===== src/rtl/abs_diff_err_sweep.sv =====
// Exhaustive error sweep for a WIDTH-bit |a-b| datapath: drives every (a,b) pair,
// scores the DUT result against the exact value and accumulates error metrics.
module abs_diff_err_sweep #(
  parameter int WIDTH = 6,
  parameter int LAT   = 0
) (
  input  logic                 i_clk,
  input  logic                 i_rst,
  input  logic                 i_start,
  input  logic                 i_abort,
  output logic                 o_busy,
  output logic                 o_done,
  output logic [WIDTH-1:0]     o_dut_a,
  output logic [WIDTH-1:0]     o_dut_b,
  output logic                 o_dut_valid,
  input  logic [WIDTH-1:0]     i_dut_y,
  output logic [2*WIDTH:0]     o_err_count,
  output logic [WIDTH-1:0]     o_err_max,
  output logic [3*WIDTH-1:0]   o_err_sum,
  output logic [2*WIDTH-1:0]   o_worst_vec
);

  localparam int CW = 2 * WIDTH;
  localparam int DW = (LAT > 1) ? $clog2(LAT) : 1;

  typedef enum logic [1:0] {IDLE, RUN, DRAIN, DONE} state_e;

  state_e             r_state;
  state_e             w_nextState;
  logic [CW-1:0]      r_cnt;
  logic [CW-1:0]      r_vecHold;
  logic [CW-1:0]      w_vec;
  logic [DW-1:0]      r_drainCnt;
  logic               w_startSweep;
  logic               w_abortSweep;
  logic               w_lastVec;
  logic               w_drainEnd;
  logic [WIDTH-1:0]   w_dA;
  logic [WIDTH-1:0]   w_dB;
  logic               w_dValid;
  logic [WIDTH-1:0]   w_exact;
  logic [WIDTH-1:0]   w_err;
  logic [CW:0]        r_errCount;
  logic [WIDTH-1:0]   r_errMax;
  logic [3*WIDTH-1:0] r_errSum;
  logic [CW-1:0]      r_worstVec;

  // Abort always beats start, so a simultaneous start/abort in IDLE does nothing.
  assign w_startSweep = (r_state == IDLE) && i_start && !i_abort;
  assign w_abortSweep = ((r_state == RUN) || (r_state == DRAIN)) && i_abort;
  assign w_lastVec    = (r_cnt == {CW{1'b1}});
  assign w_drainEnd   = (r_drainCnt == DW'(LAT - 1));

  always_ff @(posedge i_clk or posedge i_rst) begin
    if (i_rst) begin
      r_state <= IDLE;
    end else begin
      r_state <= w_nextState;
    end
  end

  always_comb begin
    w_nextState = r_state;
    o_busy      = 1'b0;
    o_done      = 1'b0;
    o_dut_valid = 1'b0;
    case (r_state)
      IDLE: begin
        if (w_startSweep) w_nextState = RUN;
      end
      RUN: begin
        o_busy      = 1'b1;
        o_dut_valid = 1'b1;
        if (i_abort)        w_nextState = IDLE;
        else if (w_lastVec) w_nextState = (LAT > 0) ? DRAIN : DONE;
      end
      DRAIN: begin
        o_busy = 1'b1;
        if (i_abort)         w_nextState = IDLE;
        else if (w_drainEnd) w_nextState = DONE;
      end
      DONE: begin
        o_done      = 1'b1;
        w_nextState = IDLE;
      end
      default: w_nextState = IDLE;
    endcase
  end

  // The held vector keeps the operands stable once RUN ends (drain, abort, idle).
  always_ff @(posedge i_clk or posedge i_rst) begin
    if (i_rst) begin
      r_cnt      <= '0;
      r_vecHold  <= '0;
      r_drainCnt <= '0;
    end else begin
      if (w_startSweep) begin
        r_cnt <= '0;
      end else if ((r_state == RUN) && !i_abort) begin
        r_cnt <= r_cnt + 1'b1;
      end
      if (r_state == RUN) r_vecHold <= r_cnt;
      if (r_state == DRAIN) r_drainCnt <= r_drainCnt + 1'b1;
      else                  r_drainCnt <= '0;
    end
  end

  assign w_vec   = (r_state == RUN) ? r_cnt : r_vecHold;
  assign o_dut_a = w_vec[CW-1:WIDTH];
  assign o_dut_b = w_vec[WIDTH-1:0];

  generate
    if (LAT == 0) begin : g_noPipe
      assign w_dA     = o_dut_a;
      assign w_dB     = o_dut_b;
      assign w_dValid = o_dut_valid;
    end else begin : g_pipe
      logic [WIDTH-1:0] r_pipeA [LAT];
      logic [WIDTH-1:0] r_pipeB [LAT];
      logic             r_pipeV [LAT];

      always_ff @(posedge i_clk or posedge i_rst) begin
        if (i_rst) begin
          for (int i = 0; i < LAT; i++) begin
            r_pipeA[i] <= '0;
            r_pipeB[i] <= '0;
            r_pipeV[i] <= 1'b0;
          end
        end else if (w_startSweep || w_abortSweep) begin
          for (int i = 0; i < LAT; i++) begin
            r_pipeA[i] <= '0;
            r_pipeB[i] <= '0;
            r_pipeV[i] <= 1'b0;
          end
        end else begin
          r_pipeA[0] <= o_dut_a;
          r_pipeB[0] <= o_dut_b;
          r_pipeV[0] <= o_dut_valid;
          for (int i = 1; i < LAT; i++) begin
            r_pipeA[i] <= r_pipeA[i-1];
            r_pipeB[i] <= r_pipeB[i-1];
            r_pipeV[i] <= r_pipeV[i-1];
          end
        end
      end

      assign w_dA     = r_pipeA[LAT-1];
      assign w_dB     = r_pipeB[LAT-1];
      assign w_dValid = r_pipeV[LAT-1];
    end
  endgenerate

  assign w_exact = (w_dA >= w_dB) ? (w_dA - w_dB) : (w_dB - w_dA);
  assign w_err   = (i_dut_y >= w_exact) ? (i_dut_y - w_exact) : (w_exact - i_dut_y);

  // Strictly-greater update keeps the earliest vector on ties.
  always_ff @(posedge i_clk or posedge i_rst) begin
    if (i_rst) begin
      r_errCount <= '0;
      r_errMax   <= '0;
      r_errSum   <= '0;
      r_worstVec <= '0;
    end else if (w_startSweep) begin
      r_errCount <= '0;
      r_errMax   <= '0;
      r_errSum   <= '0;
      r_worstVec <= '0;
    end else if (w_dValid && (w_err != '0)) begin
      r_errCount <= r_errCount + 1'b1;
      r_errSum   <= r_errSum + {{CW{1'b0}}, w_err};
      if (w_err > r_errMax) begin
        r_errMax   <= w_err;
        r_worstVec <= {w_dA, w_dB};
      end
    end
  end

  assign o_err_count = r_errCount;
  assign o_err_max   = r_errMax;
  assign o_err_sum   = r_errSum;
  assign o_worst_vec = r_worstVec;

endmodule


===== config.mk =====
export PLATFORM = sky130hd
export DESIGN_NAME = abs_diff_err_sweep
export DESIGN_NICKNAME = d
export VERILOG_FILES = /design/src/rtl/abs_diff_err_sweep.sv
export SDC_FILE = /design/constraint.sdc
export NUM_CORES = 1
export LEC_CHECK = 0
export BUFFER_PORTS_ARGS = -buffer_cell sky130_fd_sc_hd__buf_2
export CAP_MARGIN = 20
export CELL_PAD_IN_SITES_DETAIL_PLACEMENT = 1
export CELL_PAD_IN_SITES_GLOBAL_PLACEMENT = 1
export CORE_UTILIZATION = 35
export CTS_BUF_LIST = sky130_fd_sc_hd__clkbuf_8
export DETAILED_ROUTE_END_ITERATION = 7
export PLACE_DENSITY_LB_ADDON = 0.1
export SLEW_MARGIN = 10
export SYNTH_ARGS = -nofsm -noshare
export SYNTH_HDL_FRONTEND = slang
export SYNTH_SLANG_ARGS = --single-unit
export TNS_END_PERCENT = 1

===== constraint.sdc =====
create_clock -name i_clk -period 18.7 [get_ports i_clk]
set_input_delay 3.74 -clock i_clk [delete_from_list [all_inputs] [get_ports i_clk]]
set_output_delay 3.74 -clock i_clk [all_outputs]
set_load 0.02 [all_outputs]

==> metrics.yaml <==
synth:
  async_flop_share_pct: 100.0
  synth_ff_type: "dfrtp_1"
  ys_warn_count: 0
  synth_area_um2: 4852
  synthesis.nets: 572
  yosysUniqueCellTypes: 56
  synth_edf_count: 0
  syn_avg_cell_area_um2: 9.349
  ys_ff_latch: 76
  netlist_instances: 519
  synth-seq-area-share_pct: 39.20
clock_tree:
  clk_pin_slew_ps: 80
  cts_tree: "yes"
  root_buffer: "clkbuf_8"
  holdBufCountCts: 0
  cts_buffers: 9
  post_cts.resized_instances: 0
  clkLatencyLatePin_ps: 350
  htree_levels: 3
  cts.sinks: 76
  cts_setup_buffers: 0
  clk_path_buf_depth: 2
sta:
  fin_crit_sh_pct: 40.86
  rsz0062_at_grt: "no"
  fin_crit_ps: 7640
  clock.fmax_mhz: 130.9
  worst_pin_slew_ps: 856.3
  tns_ps: 0
  slew-limit-headroom_pct: 42.70
  clock_skew_ps: 12.33
  setup_violations: 0
  final_max_slew_viol_count: 0
  hold_ws_ps: 425.5
  hold_violations: 0
floorplan:
  die-area_um2: 14340
  core_area_um2: 13400
  die_h_um: 119.7
  rows: 42
  start_util_pct: 36.21
  io_pins: 74
  die_w_um: 119.7
cells_and_area:
  diodes: 0
  fill_cells: 1611
  multiInputGateArea_um2: 2705
  layout_commonest_cell: "dfrtp_1"
  utilization_pct: 41.62
  fin_nets: 641
  area_growth_pct: 14.96
  register_area_um2: 1902
  final_cell_count_no_fill: 768
  drive_above_1_share_pct: 19.76
  layout_common_cells: "dfrtp_1, buf_2, nand2_1, ha_1, inv_1"
drt:
  num_vias: 4071
  wl_mm: 12.53
  vias_per_cell: 5.301
  initialDrtViolationCount: 250
  wire_per_inst_um: 16.32
  first_pass_iters: 4
  drc_errors: 0
  postRouteAntennaNets: 0
hold_path:
  hold_class: "reg -> reg"
  hold_depth: 1
worst_setup_path:
  path_class: "reg -> reg"
  end_kind: "flip-flop"
  cp_data_required_time_ps: 18960
  crit_fanout: 19
  ff2ff_path_depth: 28
  slowest_stage: "a311oi_2"
  worstPathArrival_ps: 7900
  path_depth: 28
  crit_family: "compound AO/OA/AOI/OAI gates"
  critPathMostFrequentCell: "ha_1"
  cp-start-kind: "flip-flop"
  slowest_delay_ps: 580
  critPathBufInv: 5
global_routing:
  antenna_found_initial: 0
  overflow: 0
  grt_max_degree: 77
  grt_usage_pct: 18.50
  grt_pass1_wl_mm: 21.00
  grt_pass1_vias: 4105
placement:
  port_buffers: 73
  globalplace.congestion: 0.8272
  dp.final_hpwl_mm: 9.214
  dpl.cell_count: 751
flow_run:
  timing.max_cap.violations: 0
status:
  status: "completed"
[worst register-to-register path: cells and delay by family (launching register included)]
kind | cells | cell delay [ps]
DFF | 1 | 420
buffers and inverters | 5 | 820
AOI/OAI and AO/OA | 10 | 2410
xor gates and xnor gates | 1 | 190
muxes | 2 | 940
adders and majority gates | 6 | 2270
and+or+nand+nor | 4 | 500
[area by class of cell]
| class | count | share of cell area [%] |
|---|---|---|
| Sequential cell | 76 | 34.10 |
| Clock buffer | 10 | 2.467 |
| Multi-Input combinational cell | 384 | 48.50 |
| Clock inverter | 5 | 0.5159 |
| Inverter | 37 | 2.490 |
| Tap cell | 176 | 3.948 |
| Timing Repair Buffer | 80 | 7.986 |
[state kept, by name, summed over array words and instances (netlist names)]
register	cells
o_err_count	13
r_vecHold	12
o_err_sum	18
o_err_max	6
r_cnt	12
r_state	2
r_drainCnt	1
o_worst_vec	12
[cell usage after synthesis, types with 7 or more instances]
cell	instances	share of area, %
o21ai_1	17	1.8
ha_1	39	10
clkbuf_1	10	0.77
or4_1	12	1.9
xnor2_1	10	1.8
inv_1	37	2.9
o21ai_0	15	1.5
nand3_1	27	2.8
o211ai_1	7	1.1
o21a_1	7	1.1
a21oi_1	35	3.6
mux2i_1	11	2.3
nor2_1	31	2.4
dfrtp_1	76	39
o31ai_1	16	2.5
mux2_2	10	2.3
nor2b_1	7	0.90
xor2_1	12	2.2
and3_1	7	0.90
nand2_1	49	3.8
or3_1	10	1.3
[cell families (layout without fill, tap and decap cells)]
kind of cell               count (synthesis)  count (layout)  synth area share [%]
buffers and inverters                     59             132                 5.157
adders and majority gates                 45              45                 12.12
muxes                                     21              21                 4.590
AOI/OAI and AO/OA                        126             126                 17.30
DFF                                       76              76                 39.20
and+or+nand+nor                          170             170                 17.66
xor gates and xnor gates                  22              22                 3.971
[metrics by stage]
| step | setup slack [ps] | cell area [um2] |
|---|---|---|
| after floorplan | 11620 | 4852 |
| after global placement | 11110 | 5361 |
| after detailed placement | 10960 | 5376 |
| after CTS | 10930 | 5543 |
| after global routing | 10430 | 5578 |
| final | 11060 | 5578 |
[metal layers]
layer	track usage (%)	wire length [um]	vias to the layer above
met5	0	0	-
met4	4.844	82	0
met3	3.470	331	6
met2	29.62	5925	66
met1	25.53	6193	2015
li1	-	-	1984
[worst paths after layout]
check / slack (ps) / from / end
min in group asynchronous: 3430 / i_rst / o_err_count[12]
setup / recovery: 11060 / r_state[1] / o_err_max[2]
hold / removal: 430 / r_drainCnt / r_drainCnt
max in group asynchronous: 14700 / i_rst / r_vecHold[3]
hold reg to reg: 430 / r_drainCnt / r_drainCnt
setup reg to reg: 11060 / r_state[1] / o_err_max[2]
Power is left out: the tool's default activity adds up to more than one toggle a clock period on the data nets, which glitch-free logic cannot reach.
